==> src/rtl/clb_cfg_loader.sv <==
// -----------------------------------------------------------------------------
// clb_cfg_loader
//
// Serial configuration loader for an array of clb18-style CLBs. A bit-serial
// stream (MSB first) is scanned for the preamble 4'b0010. The frame count that
// follows is checked against N_CLB. One even-parity frame per CLB is then
// collected into a shadow store, and after a 4'b1111 postamble all frames are
// committed to CFG_OUT in a single cycle. GHOLD (= BUSY) freezes the CLB flops
// while a load is in progress.
//
// Ports
//   K          clock, all logic on the rising edge
//   RST        synchronous active-high reset (wins over everything)
//   PROG       1-cycle pulse: start or restart a load
//   DIN        serial config bit, MSB first
//   DIN_VALID  DIN is consumed only when high; low cycles are stalls
//   CFG_OUT    committed config, CLB i = CFG_OUT[i*CFG_W +: CFG_W]
//   BUSY       load in progress (SYNC .. COMMIT)
//   GHOLD      copy of BUSY for the CLB array
//   DONE       last load committed; held until the next PROG or RST
//   ERR        last load aborted; held until the next PROG or RST
//
// Frame layout (MSB first): mux2sel[2] mux3sel[2] mux4sel[2] mux5sel[2]
// mux6sel[2] mem[16] comboption[2] o2m1_0 o2m2_0 o2m3_0 o2m1_1 o2m2_1 o2m3_1
// DQmux1 DQmux2 floporlatch, then one parity bit (XOR of all 38 bits = 0).
// -----------------------------------------------------------------------------
module clb_cfg_loader #(
   parameter int N_CLB = 4,
   parameter int CFG_W = 37,
   parameter int LEN_W = 8
) (
   input  logic                   K,
   input  logic                   RST,
   input  logic                   PROG,
   input  logic                   DIN,
   input  logic                   DIN_VALID,
   output logic [N_CLB*CFG_W-1:0] CFG_OUT,
   output logic                   BUSY,
   output logic                   GHOLD,
   output logic                   DONE,
   output logic                   ERR
);

   localparam int FRM_W = CFG_W + 1;
   localparam int IDX_W = (N_CLB > 1) ? $clog2(N_CLB) : 1;
   localparam int CNT_W = $clog2(((FRM_W > LEN_W) ? FRM_W : LEN_W) + 1);

   // Power-up personality of one CLB, fields in frame order.
   localparam logic [CFG_W-1:0] CLB_DEFAULT =
      {2'b10, 2'b10, 2'b10, 2'b00, 2'b00, 16'h0116, 2'b00,
       3'b000, 3'b111, 2'b00, 1'b0};

   typedef enum logic [2:0] {
      IDLE, SYNC, LEN, FRAME, POST, COMMIT, DONE_S, ERR_S
   } state_t;

   state_t            state;
   state_t            state_nxt;

   logic [2:0]        sync_sr;      // last three stream bits seen in SYNC
   logic [FRM_W-2:0]  data_sr;      // LEN / frame bits collected so far
   logic [CNT_W-1:0]  bit_cnt;      // bits consumed in the current field
   logic [IDX_W-1:0]  frame_idx;
   logic [CFG_W-1:0]  shadow [N_CLB];

   logic              accept;
   logic [3:0]        sync_word;
   logic [FRM_W-1:0]  frame_word;
   logic [LEN_W-1:0]  len_word;
   logic              sync_hit;
   logic              len_last;
   logic              frame_last;
   logic              post_last;
   logic              parity_ok;
   logic              idx_last;

   // PROG on the same cycle as a valid bit discards that bit.
   assign accept     = DIN_VALID & ~PROG;

   // The words below include the bit being accepted this cycle, so each
   // field is decided on the edge that consumes its last bit.
   assign sync_word  = {sync_sr, DIN};
   assign frame_word = {data_sr, DIN};
   assign len_word   = frame_word[LEN_W-1:0];

   // bit_cnt saturates at 3 in SYNC, so the zeros left in sync_sr by the
   // clear on entry can never complete a false preamble.
   assign sync_hit   = (bit_cnt == CNT_W'(3)) && (sync_word == 4'b0010);
   assign len_last   = (bit_cnt == CNT_W'(LEN_W - 1));
   assign frame_last = (bit_cnt == CNT_W'(FRM_W - 1));
   assign post_last  = (bit_cnt == CNT_W'(3));
   assign parity_ok  = ~^frame_word;
   assign idx_last   = (frame_idx == IDX_W'(N_CLB - 1));

   assign BUSY  = (state == SYNC)  || (state == LEN)  || (state == FRAME) ||
                  (state == POST)  || (state == COMMIT);
   assign GHOLD = BUSY;
   assign DONE  = (state == DONE_S);
   assign ERR   = (state == ERR_S);

   // NOTE: sequential state uses non-blocking assignments so every register
   // samples the pre-edge values of the others, independent of block order.
   always_ff @(posedge K) begin
      if (RST) begin
         state <= IDLE;
      end else begin
         state <= state_nxt;
      end
   end

   // NOTE: state_nxt is defaulted first so every path assigns it and no
   // latch is inferred.
   always_comb begin
      state_nxt = state;
      if (PROG) begin
         state_nxt = SYNC;
      end else begin
         case (state)
            SYNC: begin
               if (accept && sync_hit) state_nxt = LEN;
            end
            LEN: begin
               if (accept && len_last) begin
                  if (len_word == LEN_W'(N_CLB)) state_nxt = FRAME;
                  else                           state_nxt = ERR_S;
               end
            end
            FRAME: begin
               if (accept && frame_last) begin
                  if (!parity_ok)    state_nxt = ERR_S;
                  else if (idx_last) state_nxt = POST;
               end
            end
            POST: begin
               if (accept) begin
                  if (!DIN)           state_nxt = ERR_S;
                  else if (post_last) state_nxt = COMMIT;
               end
            end
            COMMIT:  state_nxt = DONE_S;
            default: state_nxt = state;   // IDLE, DONE_S, ERR_S wait for PROG
         endcase
      end
   end

   // Stream datapath. Nothing moves on stall cycles.
   // NOTE: the shadow store is reset explicitly because a restarted load
   // must never commit frames left over from an earlier attempt.
   always_ff @(posedge K) begin
      if (RST || PROG) begin
         sync_sr   <= '0;
         data_sr   <= '0;
         bit_cnt   <= '0;
         frame_idx <= '0;
         for (int i = 0; i < N_CLB; i++) shadow[i] <= '0;
      end else if (accept) begin
         case (state)
            SYNC: begin
               sync_sr <= sync_word[2:0];
               if (sync_hit)                   bit_cnt <= '0;
               else if (bit_cnt != CNT_W'(3))  bit_cnt <= bit_cnt + CNT_W'(1);
            end
            LEN: begin
               data_sr <= frame_word[FRM_W-2:0];
               bit_cnt <= len_last ? '0 : bit_cnt + CNT_W'(1);
            end
            FRAME: begin
               data_sr <= frame_word[FRM_W-2:0];
               if (frame_last) begin
                  bit_cnt <= '0;
                  if (parity_ok) begin
                     shadow[frame_idx] <= frame_word[FRM_W-1:1];
                     if (!idx_last) frame_idx <= frame_idx + IDX_W'(1);
                  end
               end else begin
                  bit_cnt <= bit_cnt + CNT_W'(1);
               end
            end
            POST: begin
               bit_cnt <= bit_cnt + CNT_W'(1);
            end
            default: begin
            end
         endcase
      end
   end

   // Committed configuration: only reset and COMMIT ever change it, which
   // keeps every load atomic from the CLB array's point of view.
   always_ff @(posedge K) begin
      if (RST) begin
         for (int i = 0; i < N_CLB; i++) CFG_OUT[i*CFG_W +: CFG_W] <= CLB_DEFAULT;
      end else if (state == COMMIT) begin
         for (int i = 0; i < N_CLB; i++) CFG_OUT[i*CFG_W +: CFG_W] <= shadow[i];
      end
   end

endmodule

==> config.mk <==
export PLATFORM = sky130hd
export DESIGN_NAME = clb_cfg_loader
export DESIGN_NICKNAME = d
export VERILOG_FILES = /design/src/rtl/clb_cfg_loader.sv
export SDC_FILE = /design/constraint.sdc
export NUM_CORES = 1
export LEC_CHECK = 0
export ABC_AREA = 1
export CAP_MARGIN = 20
export CORE_UTILIZATION = 56
export DETAILED_ROUTE_END_ITERATION = 8
export GPL_TIMING_DRIVEN = 0
export PLACE_DENSITY = 0.92
export SLEW_MARGIN = 20
export SYNTH_ARGS = -nofsm -noshare
export SYNTH_HDL_FRONTEND = slang
export SYNTH_SLANG_ARGS = --single-unit
==> constraint.sdc <==
create_clock -name K -period 5.9 [get_ports K]
set_input_delay 0.59 -clock K [delete_from_list [all_inputs] [get_ports K]]
set_output_delay 0.59 -clock K [all_outputs]
set_load 0.02 [all_outputs]
==> impl_summary.log <==
INFO  metric status = completed
INFO  metric ys_top_cells_by_area = sky130_fd_sc_hd__edfxtp_1 (33%), sky130_fd_sc_hd__dfxtp_1 (30%), sky130_fd_sc_hd__nor2_1 (8.9%)
INFO  metric tritoncts = done
INFO  metric synth.lib_cells_used.distinct = 34
INFO  metric clock_insertion_delay_at_the_later_pin_of_the_skew_report = 0.52 ns
INFO  metric crit_path_start_kind = input pin
INFO  metric syn-instance-count = approximately 1.5k
INFO  metric num-nets-final = roughly 1.7k
INFO  metric finalCoreUtilization = 0.7091
INFO  metric ios = 157
INFO  metric post-synth-top-area-fraction = 0.3302
INFO  metric cts_made_buffers = 35
INFO  metric drt_iter0_drc = 1416
INFO  metric post-route-period-util = 0.6378
INFO  metric initial_utilization = 0.5717
INFO  metric detail_route.wirelength = 36820 um
INFO  metric cts-resized-gates = 0
INFO  metric setup_repair_after_global_routing_missed_its_margin = false
INFO  metric cts.root.buffer_cell = sky130_fd_sc_hd__clkbuf_16
INFO  metric avgRoutedWirePerCell = 18.44 um
INFO  metric place.gp.congestion = 0.9139
INFO  metric die-area = 0.02466 mm^2
INFO  metric grt_overflow = 0
INFO  metric vias_post_dr = 11.33k
INFO  metric worst_slew_pin_slew = 1.011 ns
INFO  metric synthArstFlopShare = 0
INFO  metric mappedNetlistArea = 0.01346 mm^2
INFO  metric dpl.cell_count = 1933
INFO  metric setup_ws = 2.137 ns
INFO  metric final_cell_count_without_fillers = 1997
INFO  metric detail_route.drc_violations = 0
INFO  metric final.setup_skew = 0.01615 ns
INFO  metric ctsHoldBuffers = 0
INFO  metric power-per-cell-area = 313.8 mW/mm^2
INFO  metric clock_path_buffers = 3
INFO  metric die_height = 157.0 um
INFO  metric number_of_flops_mapped_to_enable_cells_by_yosys = 148
INFO  metric worst_hold_path_type = reg2reg
INFO  metric synth.avg_cell_area = 9.263 um^2
INFO  metric worstPathMaxFanout = 23
INFO  metric finish.instance_area = 0.01669 mm^2
INFO  metric antenna_cells = 0
INFO  metric critPathKind = in2reg
INFO  metric synth_seq_cells = 347
INFO  metric hpwl = 24660 um
INFO  metric timing.max_cap.violations = 0
INFO  metric grt_pass1_vias = 10.91k
INFO  metric numClockSinks = 347
INFO  metric max_transition_margin = 0.3259
INFO  metric grt_max_degree = 24
INFO  metric highest_clock_rate = between 200 and 300 MHz
INFO  metric route.antenna.remaining_nets = 0
INFO  metric cts.htree.levels = 2
INFO  metric synthMostInstantiatedCell = sky130_fd_sc_hd__nor2_1
INFO  metric dr.pass1.iters = 7
INFO  metric cp_data_arrival_time = approximately 4.0 ns
INFO  metric drive_above_1_share = 0.1120
INFO  metric power.leakage = 6.748 nW
INFO  metric max_transition_viols_final = 0
INFO  metric dp_slack = 1.711 ns
INFO  metric dominantRegCellSynth = sky130_fd_sc_hd__dfxtp_1
INFO  metric post_drt_via_cell_ratio = around 5.7
INFO  metric io_buffer_count = 156
INFO  metric part_of_the_yosys_area_used_for_sequential_elements = 0.6262
INFO  metric synth_area_leader_cell = sky130_fd_sc_hd__edfxtp_1
INFO  metric synthTopCellsByCount = sky130_fd_sc_hd__nor2_1 (318), sky130_fd_sc_hd__nand2_1 (255), sky130_fd_sc_hd__dfxtp_1 (199), sky130_fd_sc_hd__o21ai_0 (155), sky130_fd_sc_hd__edfxtp_1 (148)
INFO  metric grt_pass1_wl = about 57000 um
INFO  metric ys.warnings.count = 0
INFO  metric detailed_place.area = 0.01556 mm^2
INFO  metric critical_path.endpoint_type = flip-flop
INFO  metric antenna_found_initial = 0
INFO  metric min_period = between 3 and 4 ns
INFO  metric worst-endpoint-required = 6.12 ns
INFO  metric layout-area-overhead-vs-synth = 24.03%
INFO  metric ir_drop = 0.2132 mV
INFO  metric total_core_area = 0.02354 mm^2
INFO  metric clk_pin_slew_worst_paths = 0.07 ns
INFO  metric post-cts-setup-buffer-count = 0
INFO  metric totalPowerFinal = approximately 5.2 mW
INFO  metric mappedNetlistNets = 1465
INFO  metric report.final.hold_viol_count = 0
INFO  metric final-setup-viol-count = 0
INFO  metric chipWidth = between 150 and 200 um
INFO  metric placement_rows = 56
INFO  metric gr-usage-all-layers = 0.3016
## area by class of cell
class	count	area (um^2)
sequential	347	8428
fill	1568	6849
multi-input combinational	945	4370
timing repair buffer	161	1670
clock buffer	49	1001
tap	319	399.1
buffer	82	394.1
inverter	79	296.5
clock inverter	15	133.9
## power breakdown
group	total [mW]	switching, mW	internal (mW)
clock	2.19	0.946	1.25
combinational	0.406	0.259	0.147
sequential	2.64	0.0492	2.59
total	5.24	1.25	3.98
## worst paths after layout
kind,from,end,slack (ns),cells after the start
hold / removal,sync_sr[0],sync_sr[1],0.45,2
setup / recovery,DIN,shadow[0][7],2.14,21
setup reg to reg,data_sr[6],shadow[0][7],2.42,20
hold reg to reg,sync_sr[0],sync_sr[1],0.45,2
## logic make-up (layout without fill, tap and decap cells)
logic type                 after synthesis  after routing  synth area share
AOI/OAI and AO/OA                      208            208           0.07911
buffers and inverters                  161            386           0.05132
and+or+nand+nor                        727            727            0.2349
adders and majority gates                7              7          0.006507
DFF                                    347            347            0.6262
xor gates and xnor gates                 3              3          0.001953
## through the flow
step | setup TNS, ns | hold WS [ns]
after global placement | -107.57 | 0.4380
after global routing | 0 | 0.4721
after CTS | 0 | 0.4575
after floorplan | 0 | 0.4340
after detailed placement | 0 | 0.4443
final | 0 | 0.4527
## worst max-delay path: stages
cell and delay, ns:
sky130_fd_sc_hd__clkdlybuf4s50_1 0.55, sky130_fd_sc_hd__inv_1 0.17, sky130_fd_sc_hd__ha_1 0.36, sky130_fd_sc_hd__nand2_1 0.10
sky130_fd_sc_hd__inv_1 0.04, sky130_fd_sc_hd__nor2_1 0.14, sky130_fd_sc_hd__nand2_1 0.07, sky130_fd_sc_hd__nand2_1 0.06
sky130_fd_sc_hd__nand2_1 0.04, sky130_fd_sc_hd__nand2_1 0.09, sky130_fd_sc_hd__inv_1 0.05, sky130_fd_sc_hd__nand3_1 0.09
sky130_fd_sc_hd__nand2_1 0.08, sky130_fd_sc_hd__nand2_2 0.12, sky130_fd_sc_hd__nand3_4 0.14, sky130_fd_sc_hd__nor2_4 0.18
sky130_fd_sc_hd__nand3_2 0.10, sky130_fd_sc_hd__buf_6 0.17, sky130_fd_sc_hd__buf_6 0.17, sky130_fd_sc_hd__nand2_2 0.40
sky130_fd_sc_hd__buf_16 0.25
## placed cells by master (no fill, tap or decap), drive strengths merged, types with 2 or more instances in the layout
master and count:
buf 23, edfxtp 148, clkbuf 113, nand3 60, o21ai 155, a21oi 44
clkdlybuf4s50 156, clkinvlp 3, xor2 2, nor2 355, a211oi 4, ha 7
inv 81, dfxtp 199, nor3 48, clkinv 9, nand2 257, nand4 4
## registers in the layout, summed over array words and instances, names as in the netlist
name	count
CFG_OUT	148
bit_cnt	6
data_sr	37
frame_idx	2
shadow	148
state	3
sync_sr	3
## per-layer routing
layer / wire, um / global-route usage / vias up
met5: 0 / 0 / -
li1: - / - / 5169
met2: 17520 / 0.5031 / 746
met3: 3661 / 0.05562 / 152
met4: 1796 / 0.1526 / 0
met1: 13840 / 0.3767 / 5260
Note: power is estimated with default switching activity, not from simulation.
==> variant: new RTL, same flow settings <==
Register the outputs `GHOLD`, `DONE` and `ERR`; this adds one clock of latency there. The other outputs are not delayed to match. Comments in the files are not updated.
--- a/src/rtl/clb_cfg_loader.sv
+++ b/src/rtl/clb_cfg_loader.sv
@@ -94,9 +94,11 @@
 
    assign BUSY  = (state == SYNC)  || (state == LEN)  || (state == FRAME) ||
                   (state == POST)  || (state == COMMIT);
-   assign GHOLD = BUSY;
-   assign DONE  = (state == DONE_S);
-   assign ERR   = (state == ERR_S);
+   always_ff @(posedge K) begin
+      GHOLD <= BUSY;
+      DONE  <= (state == DONE_S);
+      ERR   <= (state == ERR_S);
+   end
 
    // NOTE: sequential state uses non-blocking assignments so every register
    // samples the pre-edge values of the others, independent of block order.
Function: changed (a bounded check fails within 4 cycles, from zero or initial values and one cycle with RST high).
==> variant against the unedited design <==
- worst setup slack lost 0.15 ns
- critical path type unchanged
- non-clock buffer count is the same
- global-route usage is 0.051 points higher
- power about the same
- final area grew 0.29%
- hold slack better by 0.0041 ns
- combinational power barely moved
- highest routed layer unchanged
- register-to-register slack got worse by 0.17 ns
- sequential cell count up 3
- via count increased by 0.72%
- area after synthesis increased by 0.59%
- largest power group unchanged
- wire length decreased by 0.57%
- clock skew about the same
==> variant: results (changes against the unedited design) <==
maximum VDD drop=185.8 µV (was 213.2 µV); Pleak=6.777 nW (was 6.748 nW); Synth top cells by count=nor2_1, nand2_1, dfxtp_1, o21ai_0, edfxtp_1 (unchanged); Global Route Usage Sum=30.21% (was 30.16%); Rel. slew slack=36.69% (was 32.59%); Async SR Flop Fraction=0% (unchanged); complex-gate fraction of the synthesized area=7.966% (was 7.911%); number of fill cells in the layout=1596 (was 1568); Post-Synth XOR/XNOR Area=0.1941% (was 0.1952%); first-pass GRT wire length=57.44 mm (was 56.88 mm); Worst Clk Skew=0.01570 ns (was 0.01615 ns); Post-DP HPWL=24.67 mm (was 24.66 mm); status=completed (unchanged); wire per inst=18.30 µm (was 18.44 µm); DRT Pass-1 Iters=6 (was 7); share of cells above drive strength 1=10.65% (was 11.20%); Nets=1668 (was 1663); initial antenna violation count=0 (unchanged); Net Count, Synth=1469 (was 1465); Distinct cells, synth=31 (was 34); Worst Setup End Kind=flip-flop (unchanged); placed insts=1938 (was 1933); switch share=23.24% (was 23.93%); Worst Reg-to-Reg Cells=22 (was 20); post-synthesis adder-cell area fraction=0.6469% (was 0.6507%); clk slew on worst S/H paths=approximately 0.06 ns; Largest regs=CFG_OUT: 148 flops, shadow: 148 flops, data_sr: 37 flops (unchanged); number of global-route vias before repair=10890 (was 10910); via count=11410 (was 11330); largest net degree at the start of global routing=23 (was 24); Vias/cell=5.704 (was 5.672); Placed Instance Area=15640 µm² (was 15560 µm²); Seq/Total Area, Yosys=62.69% (was 62.62%); reg2reg setup slack=2.25 ns (was 2.42 ns); CP Max Fanout=22 (was 23); worst r2r dst=shadow[1][17] (was shadow[0][7]); gpl congestion=0.9120 (was 0.9139); R2R Path Start=data_sr[0] (was data_sr[6]); Avg Inst Size Synth=9.293 µm² (was 9.263 µm²); port buffer count=156 (unchanged); drt initial violations=1287 (was 1416); crit path DAT=4.12 ns (was 3.98 ns); Area contributors post-synth=edfxtp_1, dfxtp_1, nor2_1 (unchanged)
[variant: cell count changes after synthesis, moves of 2 or more]
cell     change
buf_2        -3
buf_6        +3
dfxtp_1      +3
inv_1        +3
nand3_1      +2
nor2_1       -5
nor2_2       +2
nor3_1       -2
o21ai_0      +2
[variant: per-layer routing]
metal / vias to the layer above / global-route usage, % / routed length [µm]
li1: 5184 / - / -
met1: 5389 / 39.06 / 13860
met2: 716 / 50.04 / 17480
met3: 119 / 5.341 / 3856
met4: 0 / 12.81 / 1410
met5: - / 0 / 0
[variant: through the flow]
| step | hold WS (ns) | util (%) | worst slack [ns] | setup TNS, ns |
|---|---|---|---|---|
| after floorplan | 0.4291 | - | 0.7865 | 0 |
| after global placement | 0.4424 | 65.64 | -1.661 | -114.68 |
| after detailed placement | 0.4470 | 66.25 | 1.597 | 0 |
| after CTS | 0.4597 | 70.90 | 2.119 | 0 |
| after global routing | 0.4800 | 70.90 | 1.798 | 0 |
| final | 0.4568 | 70.90 | 1.986 | 0 |
[variant: final cells by class]
type	instances	area [µm²]	share of cell area, %
inverter	84	315.3	1.883
clock inverter	7	88.84	0.5306
timing repair buffer	162	1674	9.999
clock buffer	55	1011	6.038
buffer	81	405.4	2.421
sequential	350	8488	50.70
multi-input combinational	942	4360	26.04
tap	319	399.1	2.384
[variant: power by group through the flow]
stage,Combinational (mW),Clock [mW],Sequential (mW)
global route,0.443,2.27,2.67
global placement,0.374,0,2.71
CTS,0.402,2.18,2.66
floorplan,0.171,0,2.76
finish,0.406,2.17,2.66
detailed placement,0.398,0,2.71
[variant: worst min-delay path by stage]
stage                   from           end  slack (ns)  cells after the start
2_1_floorplan     sync_sr[2]    sync_sr[2]        0.43                      2
3_3_place_gp      sync_sr[2]    sync_sr[2]        0.44                      2
3_5_place_dp     CFG_OUT[12]   CFG_OUT[12]        0.45                      2
4_1_cts           sync_sr[2]    sync_sr[2]        0.46                      2
5_1_grt        shadow[2][13]   CFG_OUT[87]        0.48                      2
6_report        CFG_OUT[123]  CFG_OUT[123]        0.46                      2
[variant: cells by family after synthesis]
group                      after synthesis
xor gates and xnor gates                 3
adders and majority gates                7
buffers and inverters                  165
and+or+nand+nor                        721
AOI/OAI and AO/OA                      211
DFF                                    350
[variant: worst register-to-register path: stages, from the launching register on]
cell,delay (ns)
dfxtp_1,0.32
inv_1,0.22
ha_1,0.32
nand2_1,0.10
inv_1,0.04
nor2_1,0.15
nand2_1,0.08
nand2_1,0.07
nand2_1,0.05
nand2_1,0.08
inv_1,0.04
nand3_1,0.08
nand2_1,0.06
nand2_1,0.15
nand2_1,0.09
inv_2,0.09
nand2_4,0.11
nor2_8,0.13
nand3_2,0.08
buf_6,0.18
buf_6,0.18
nand2_2,0.44
buf_12,0.27
